===== src/rtl/updown_count_sequencer_if.sv =====
// Command/status bundle for updown_count_sequencer: host-side command handshake
// plus the registered count/status outputs. master = host, slave = sequencer.
interface updown_count_sequencer_if #(
  parameter int WIDTH  = 2,
  parameter int LEN_W  = 8,
  parameter int WCNT_W = 8
);
  logic              cmd_valid;
  logic              cmd_ready;
  logic              cmd_m;
  logic [LEN_W-1:0]  cmd_steps;
  logic              abort;
  logic              m;
  logic [WIDTH-1:0]  q;
  logic              busy;
  logic              done;
  logic              aborted;
  logic [WCNT_W-1:0] wrap_cnt;

  modport master (
    output cmd_valid, cmd_m, cmd_steps, abort,
    input  cmd_ready, m, q, busy, done, aborted, wrap_cnt
  );

  modport slave (
    input  cmd_valid, cmd_m, cmd_steps, abort,
    output cmd_ready, m, q, busy, done, aborted, wrap_cnt
  );
endinterface


===== src/rtl/updown_count_sequencer.sv =====
// Command-driven sequencer stepping a WIDTH-bit up/down count once per clock.
// Optional macro UDSEQ_BOUNCE_EN: a would-be wrap reverses direction (ping-pong).
module updown_count_sequencer #(
  parameter int WIDTH  = 2,
  parameter int LEN_W  = 8,
  parameter int WCNT_W = 8
) (
  input  logic                      clk,
  input  logic                      reset,
  updown_count_sequencer_if.slave   bus
);

  typedef enum logic [1:0] {
    IDLE = 2'd0,
    RUN  = 2'd1,
    DONE = 2'd2
  } state_t;

  state_t            state, state_nxt;
  logic [LEN_W-1:0]  remaining;
  logic              m_r;
  logic [WIDTH-1:0]  q_r;
  logic              aborted_r;
  logic [WCNT_W-1:0] wrap_cnt_r;

  logic              accept;
  logic              step_en;
  logic              wrap_hit;
  logic              m_step;
  logic [WIDTH-1:0]  q_step;

  assign accept   = (state == IDLE) && bus.cmd_valid;
  assign step_en  = (state == RUN) && !bus.abort;
  assign wrap_hit = m_r ? (q_r == '0) : (q_r == '1);

`ifdef UDSEQ_BOUNCE_EN
  // A step that would wrap flips direction and moves one step the other way.
  assign m_step = wrap_hit ? ~m_r : m_r;
`else
  assign m_step = m_r;
`endif

  assign q_step = m_step ? (q_r - WIDTH'(1)) : (q_r + WIDTH'(1));

  // NOTE: sequential state uses non-blocking (<=) so every register samples
  // pre-edge values; blocking here would create order-dependent races.
  always_ff @(posedge clk) begin
    if (reset) state <= IDLE;
    else       state <= state_nxt;
  end

  // NOTE: state_nxt gets a default before the case so no path leaves it
  // unassigned, which would otherwise infer a latch.
  always_comb begin
    state_nxt = state;
    case (state)
      IDLE: if (accept) state_nxt = (bus.cmd_steps != '0) ? RUN : DONE;
      RUN:  if (bus.abort || remaining == LEN_W'(1)) state_nxt = DONE;
      DONE: state_nxt = IDLE;
      default: state_nxt = IDLE;
    endcase
  end

  always_ff @(posedge clk) begin
    if (reset) begin
      m_r        <= 1'b0;
      q_r        <= '0;
      remaining  <= '0;
      aborted_r  <= 1'b0;
      wrap_cnt_r <= '0;
    end else begin
      if (accept) begin
        m_r       <= bus.cmd_m;
        remaining <= bus.cmd_steps;
        aborted_r <= 1'b0;
      end
      if (state == RUN && bus.abort) aborted_r <= 1'b1;
      if (step_en) begin
        q_r       <= q_step;
        m_r       <= m_step;
        remaining <= remaining - LEN_W'(1);
        if (wrap_hit && wrap_cnt_r != '1) wrap_cnt_r <= wrap_cnt_r + WCNT_W'(1);
      end
    end
  end

  assign bus.cmd_ready = (state == IDLE);
  assign bus.busy      = (state == RUN);
  assign bus.done      = (state == DONE);
  assign bus.m         = m_r;
  assign bus.q         = q_r;
  assign bus.aborted   = aborted_r;
  assign bus.wrap_cnt  = wrap_cnt_r;

endmodule


===== src/flat_wrapper.sv =====
// flat-port wrapper written by rule: the top's interface ports become plain ports
module updown_count_sequencer_flat 
#(
  parameter int WIDTH  = 2,
  parameter int LEN_W  = 8,
  parameter int WCNT_W = 8
)
  (clk, reset, bus_cmd_valid, bus_cmd_m, bus_cmd_steps, bus_abort, bus_cmd_ready, bus_m, bus_q, bus_busy, bus_done, bus_aborted, bus_wrap_cnt);
  updown_count_sequencer_if #(.WIDTH(WIDTH), .LEN_W(LEN_W), .WCNT_W(WCNT_W)) bus_i ();
  input  logic clk;
  input  logic reset;
  input wire logic [$bits(bus_i.cmd_valid)-1:0] bus_cmd_valid;
  input wire logic [$bits(bus_i.cmd_m)-1:0] bus_cmd_m;
  input wire logic [$bits(bus_i.cmd_steps)-1:0] bus_cmd_steps;
  input wire logic [$bits(bus_i.abort)-1:0] bus_abort;
  output wire logic [$bits(bus_i.cmd_ready)-1:0] bus_cmd_ready;
  output wire logic [$bits(bus_i.m)-1:0] bus_m;
  output wire logic [$bits(bus_i.q)-1:0] bus_q;
  output wire logic [$bits(bus_i.busy)-1:0] bus_busy;
  output wire logic [$bits(bus_i.done)-1:0] bus_done;
  output wire logic [$bits(bus_i.aborted)-1:0] bus_aborted;
  output wire logic [$bits(bus_i.wrap_cnt)-1:0] bus_wrap_cnt;
  assign bus_i.cmd_valid = bus_cmd_valid;
  assign bus_i.cmd_m = bus_cmd_m;
  assign bus_i.cmd_steps = bus_cmd_steps;
  assign bus_i.abort = bus_abort;
  assign bus_cmd_ready = bus_i.cmd_ready;
  assign bus_m = bus_i.m;
  assign bus_q = bus_i.q;
  assign bus_busy = bus_i.busy;
  assign bus_done = bus_i.done;
  assign bus_aborted = bus_i.aborted;
  assign bus_wrap_cnt = bus_i.wrap_cnt;
  updown_count_sequencer #(.WIDTH(WIDTH), .LEN_W(LEN_W), .WCNT_W(WCNT_W)) u_core (.clk(clk), .reset(reset), .bus(bus_i));
endmodule

===== config.mk =====
export PLATFORM = sky130hd
export DESIGN_NAME = updown_count_sequencer_flat
export DESIGN_NICKNAME = d
export VERILOG_FILES = /design/src/rtl/updown_count_sequencer_if.sv /design/src/rtl/updown_count_sequencer.sv /design/src/flat_wrapper.sv
export SDC_FILE = /design/constraint.sdc
export NUM_CORES = 1
export LEC_CHECK = 0
export ABC_CLOCK_PERIOD_IN_PS = 2900
export BUFFER_PORTS_ARGS = -buffer_cell sky130_fd_sc_hd__clkbuf_2
export CORE_AREA = 5 5 52 54
export CTS_BUF_LIST = sky130_fd_sc_hd__clkbuf_16
export CTS_CLUSTER_DIAMETER = 50
export DETAILED_ROUTE_END_ITERATION = 7
export DIE_AREA = 0 0 57 59
export PLACE_DENSITY = 0.84
export SKIP_CTS_REPAIR_TIMING = 1
export SYNTH_ARGS = -nofsm -noshare
export SYNTH_HDL_FRONTEND = slang
export SYNTH_SLANG_ARGS = --single-unit

===== constraint.sdc =====
create_clock -name clk -period 2.9 [get_ports clk]
set_input_delay 0.145 -clock clk [delete_from_list [all_inputs] [get_ports clk]]
set_output_delay 0.145 -clock clk [all_outputs]
set_load 0.01 [all_outputs]

======== Yosys cells after proc, flatten, opt, wreduce, memory -nomap -nowiden ========
Index checks and enable logic that the tools add are counted.
Widths: inputs -> output; s select.
storage, ports and cells
  output and inout bits ................... 15
  register bits after elaboration ......... 22
operators by class
  muxes and demuxes ....................... 10
  bitwise logic cells ..................... 1
  $add $sub $neg .......................... 4
  reductions and logical operators ........ 14
  equal/unequal tests ..................... 7
operator list
  cell                 count
  $mux 8               2
  $add 8x1->8 const B  1
  $eq 8x1->1 const B   1
  $mux 2               4
  $ne 8x8->1 const B   1
  $reduce_bool 8->1    1
  $sub 8x1->8 const B  1
  $reduce_and 2->1     3
  $eq 2x2->1 const B   2
  $logic_and 1x1->1    4
  $logic_not 2->1      2
  $ne 2x1->1 const B   2
  $pmux 2 s2           1
  $reduce_bool 2->1    2
  $mux 1               3
  $add 2x1->2 const B  1
  $eq 2x1->1 const B   1
  $sub 2x1->2 const B  1
  $logic_not 1->1      1
  $logic_or 1x1->1     1
  $not 1->1            1

======== Longest topological paths before layout ========
  depth after elaboration ................. 4
  depth in mapped cells ................... 6
  gate-level depth less buffers ........... 6

======== Worst setup path after synthesis ========
OpenSTA, ideal clock, no wires.
  path kind ............................... register -> register
  from .................................... reg u_core.wrap_cnt_r[0], in the netlist u_core.bus.wrap_cnt[0]
  to ...................................... reg u_core.wrap_cnt_r[7], in the netlist u_core.bus.wrap_cnt[7]
  clock period less this slack ............ 1.495 ns
  arrival time ............................ 1.424 ns
  required time ........................... 2.829 ns
  cell stages (with the launch flop) ...... 6
  path slack .............................. 1.405 ns
  path through ............................ dfxtp_1 -> ha_1 -> nand4_1 -> nand2b_1 -> or4_1 -> a21oi_1
on the way
  cells in the longest elaborated chain, start to end .. 3
  elaborated cells between the ends (all ways) .. 4
  classes of those cells .................. add/sub (1); eq/ne (1); reduce/logical (2)
RTL lines
  what                                                                 RTL line                      source
  from (decl)                                                          updown_count_sequencer.sv:24  logic [WCNT_W-1:0] wrap_cnt_r;
  from (signal assigned)                                               updown_count_sequencer.sv:82  if (wrap_hit && wrap_cnt_r != '1) wrap_cnt_r <= wrap_cnt_r + WCNT_W'(1);
  parallel branches: the longest is 3 deep, another holds $add 8x1->8  --
Parallel ways; which one is timed is not known.
A chain may end at the register's enable or synchronous reset.

======== Worst setup path after layout ========
  from .................................... reg u_core.state[0]
  to ...................................... reg u_core.wrap_cnt_r[7], in the netlist u_core.bus.wrap_cnt[7]
on the way
  cells in the longest elaborated chain, start to end .. 3
RTL lines
  what                        RTL line                      source
  from (decl)                 updown_count_sequencer.sv:19  state_t state, state_nxt;
  from (signal assigned)      updown_count_sequencer.sv:49  else state <= state_nxt;
  $eq 2x1->1                  updown_count_sequencer.sv:33  assign step_en = (state == RUN) && !bus.abort;
  $logic_and 1x1->1           updown_count_sequencer.sv:33
  $reduce_and 2->1 (no line)  --
Every way passes these cells.

==> flow_summary.json <==
{
  "routabilityCongestion": 0.8055,
  "slowest_delay_ps": 550,
  "rsz0062_at_grt": "no",
  "track_usage_pct": 17.03,
  "port_buffers": 27,
  "hpwl_um": 1930,
  "synth_top_area_share_pct": 38.94,
  "cts.clk_slew.worst_paths_ps": 60,
  "n_fill_cell": 208,
  "finalCritPeriodShare_pct": 68.51,
  "grt_pass1_wl_um": 4616,
  "worstHoldPathCells": 3,
  "skew_ps": 3.493,
  "synthTopCellsByCount": "22 x dfxtp_1, 14 x nand2_1, 14 x nor2_1, 8 x a21oi_1",
  "via_per_inst": 5.963,
  "finalHoldViolCount": 0,
  "h-tree-depth": 1,
  "die_w_um": 57,
  "grt_max_degree": 22,
  "worstHoldPathType": "in2reg",
  "synth_edf_count": 0,
  "worstHoldStart": "bus_cmd_m",
  "crit_chain": "nor3b_4 > o21ai_2 > or4_1 > a21oi_1",
  "setup_slack_ps": 913.3,
  "worstHoldEndpoint": "u_core.bus.m",
  "leakage_nw": 0.5231,
  "netlist_area_mm2": 0.001131,
  "synth.most_common_cell": "dfxtp_1",
  "start_util_pct": 52.13,
  "dp.cells": 185,
  "cp.arrival_ps": 2160,
  "yosysSeqAreaShare_pct": 38.94,
  "synth_area_leaders": "dfxtp_1 39%, nand2_1 4.6%, nor2_1 4.6%",
  "slew_violations": 0,
  "nNetsFinal": 178,
  "ys_seq_elements": 22,
  "drtPass1Iterations": 4,
  "dieArea_mm2": 0.003363,
  "place_worst_setup_slack_ps": 943.4,
  "ant_nets": 0,
  "clk_latency_ps": 250,
  "yosysWarningCount": 0,
  "overflow": 0,
  "first_iter_violations": 44,
  "hold_slack_ps": 118.1,
  "core-area_mm2": 0.002170,
  "ir_drop_mv": 0.4413,
  "route.detailed.drc": 0,
  "period_minus_slack_ps": 1987,
  "postLayoutCoreUtil_pct": 62.46,
  "pwr_density_cell_mw_per_mm2": 617.1,
  "synthFlopType": "dfxtp_1",
  "cts_tree": "built",
  "slew_headroom_pct": 58.62,
  "avgSynthCellArea_um2": 8.378,
  "die_h_um": 59,
  "critPathKind": "reg2reg",
  "worst-path-max-fanout": 15,
  "end_kind": "flop",
  "synth_top_cell_by_area": "dfxtp_1",
  "synthCells": 135,
  "finalSetupTns_ps": 0,
  "grt_pass1_vias": 1103,
  "ys_types": 46,
  "worstReg2RegStart": "u_core.state[0]",
  "io_pins": 28,
  "timing.fmax_mhz": 503.3,
  "drive_gt1_share_pct": 21.74,
  "cts_sinks": 22,
  "grt_antenna_before_repair": 0,
  "cts_buffer_depth": 2,
  "r2r_cells": 4,
  "worstPathRequired_ps": 3070,
  "r2r-end": "u_core.bus.wrap_cnt[7]",
  "area_growth_pct": 19.80,
  "synth_nets": 151,
  "crit_path_start_kind": "flop",
  "drt-wirelength-per-cell_um": 14.38,
  "seqCellArea_um2": 440.4,
  "cpMaxStageDelayCell": "or4_1",
  "rows": 17,
  "multi_input_area_um2": 650.6,
  "stdcell_count": 189,
  "num_vias": 1127,
  "finalSetupViolations": 0,
  "n_antenna_cell": 0,
  "synthArstFlopShare_pct": 0,
  "worst_slew_pin_slew_ps": 617.9,
  "status": "completed",
  "cts-root-buf": "clkbuf_16",
  "cts_made_buffers": 3,
  "r2r_slack_ps": 910,
  "drv_cap": 0,
  "wl_um": 2717
}
-- worst max path at each step --
stage	start	end	cells after the start
floorplan	u_core.bus.wrap_cnt[0]	u_core.bus.wrap_cnt[7]	5
detailed placement	u_core.state[0]	u_core.bus.wrap_cnt[7]	4
CTS	u_core.state[0]	u_core.bus.wrap_cnt[7]	4
global route	u_core.state[0]	u_core.bus.wrap_cnt[7]	4
global placement	u_core.state[0]	u_core.bus.wrap_cnt[7]	4
finish	u_core.state[0]	u_core.bus.wrap_cnt[7]	4
-- final cells by class --
cell class                      instances  share of cell area (%)
Multi-Input combinational cell        104                   48.01
Sequential cell                        22                   32.50
Timing Repair Buffer                   27                   9.972
Clock buffer                            3                   5.540
Tap cell                               28                   2.585
Inverter                                4                   1.108
Clock inverter                          1                  0.2770
-- placed cells by master (no fill, tap or decap), types with 2 or more instances in the layout --
cell,n
nand3_1,4
xnor2_1,3
clkbuf_16,3
nor4_1,2
ha_1,3
inv_1,4
o31ai_1,2
a21oi_1,8
o21ai_0,4
dfxtp_1,22
nor3b_1,2
or3_1,3
or4_1,2
a22oi_1,2
clkbuf_2,27
nor2_1,14
nand2_1,14
nor3_1,6
nor2b_1,3
a31oi_1,6
and3_1,2
-- state kept, by name (all words and copies together), names as in the netlist --
| register | cells |
|---|---|
| u_core.bus.wrap_cnt | 8 |
| u_core.remaining | 8 |
| u_core.bus.q | 2 |
| u_core.state | 2 |
| u_core.bus.aborted | 1 |
| u_core.bus.m | 1 |
-- where the power goes --
| part | switching [mW] | internal, mW | total, mW |
|---|---|---|---|
| sequential | 0.0351 | 0.331 | 0.366 |
| combinational | 0.105 | 0.0792 | 0.185 |
| clock | 0.102 | 0.184 | 0.286 |
| total | 0.243 | 0.594 | 0.836 |
-- worst max-delay path: cells and delay by family, from the launching register on --
family           cells  cell delay (ps)
AND/OR/NAND/NOR      2             1050
flip-flops           1              430
AO/OA/AOI/OAI        2              430
-- kinds of logic (layout without fill, tap and decap cells) --
| group | after synthesis | after routing | synth area share [%] |
|---|---|---|---|
| AND/OR/NAND/NOR | 62 | 62 | 29.87 |
| AO/OA/AOI/OAI | 35 | 35 | 21.13 |
| flip-flops | 22 | 22 | 38.94 |
| buffers and inverters | 9 | 35 | 3.540 |
| adder cells (fa/ha/maj) | 3 | 3 | 3.319 |
| XOR/XNOR | 3 | 3 | 2.323 |
| multiplexers | 1 | 1 | 0.8850 |
-- layer usage --
layer | GRT usage [%] | vias to the layer above | wire (um)
met5 | 0 | - | 0
met1 | 20.75 | 521 | 1164
li1 | - | 558 | -
met4 | 7.285 | 0 | 38
met3 | 3.922 | 8 | 187
met2 | 28.87 | 40 | 1326
-- metrics by stage --
| step | area [um^2] | total power [mW] |
|---|---|---|
| 2_1_floorplan | 1131 | 0.4988 |
| 3_3_place_gp | 1276 | 0.5430 |
| 3_5_place_dp | 1276 | 0.5508 |
| 4_1_cts | 1355 | 0.8386 |
| 5_1_grt | 1355 | 0.8804 |
| 6_report | 1355 | 0.8362 |
(Power assumes the default switching activity.)
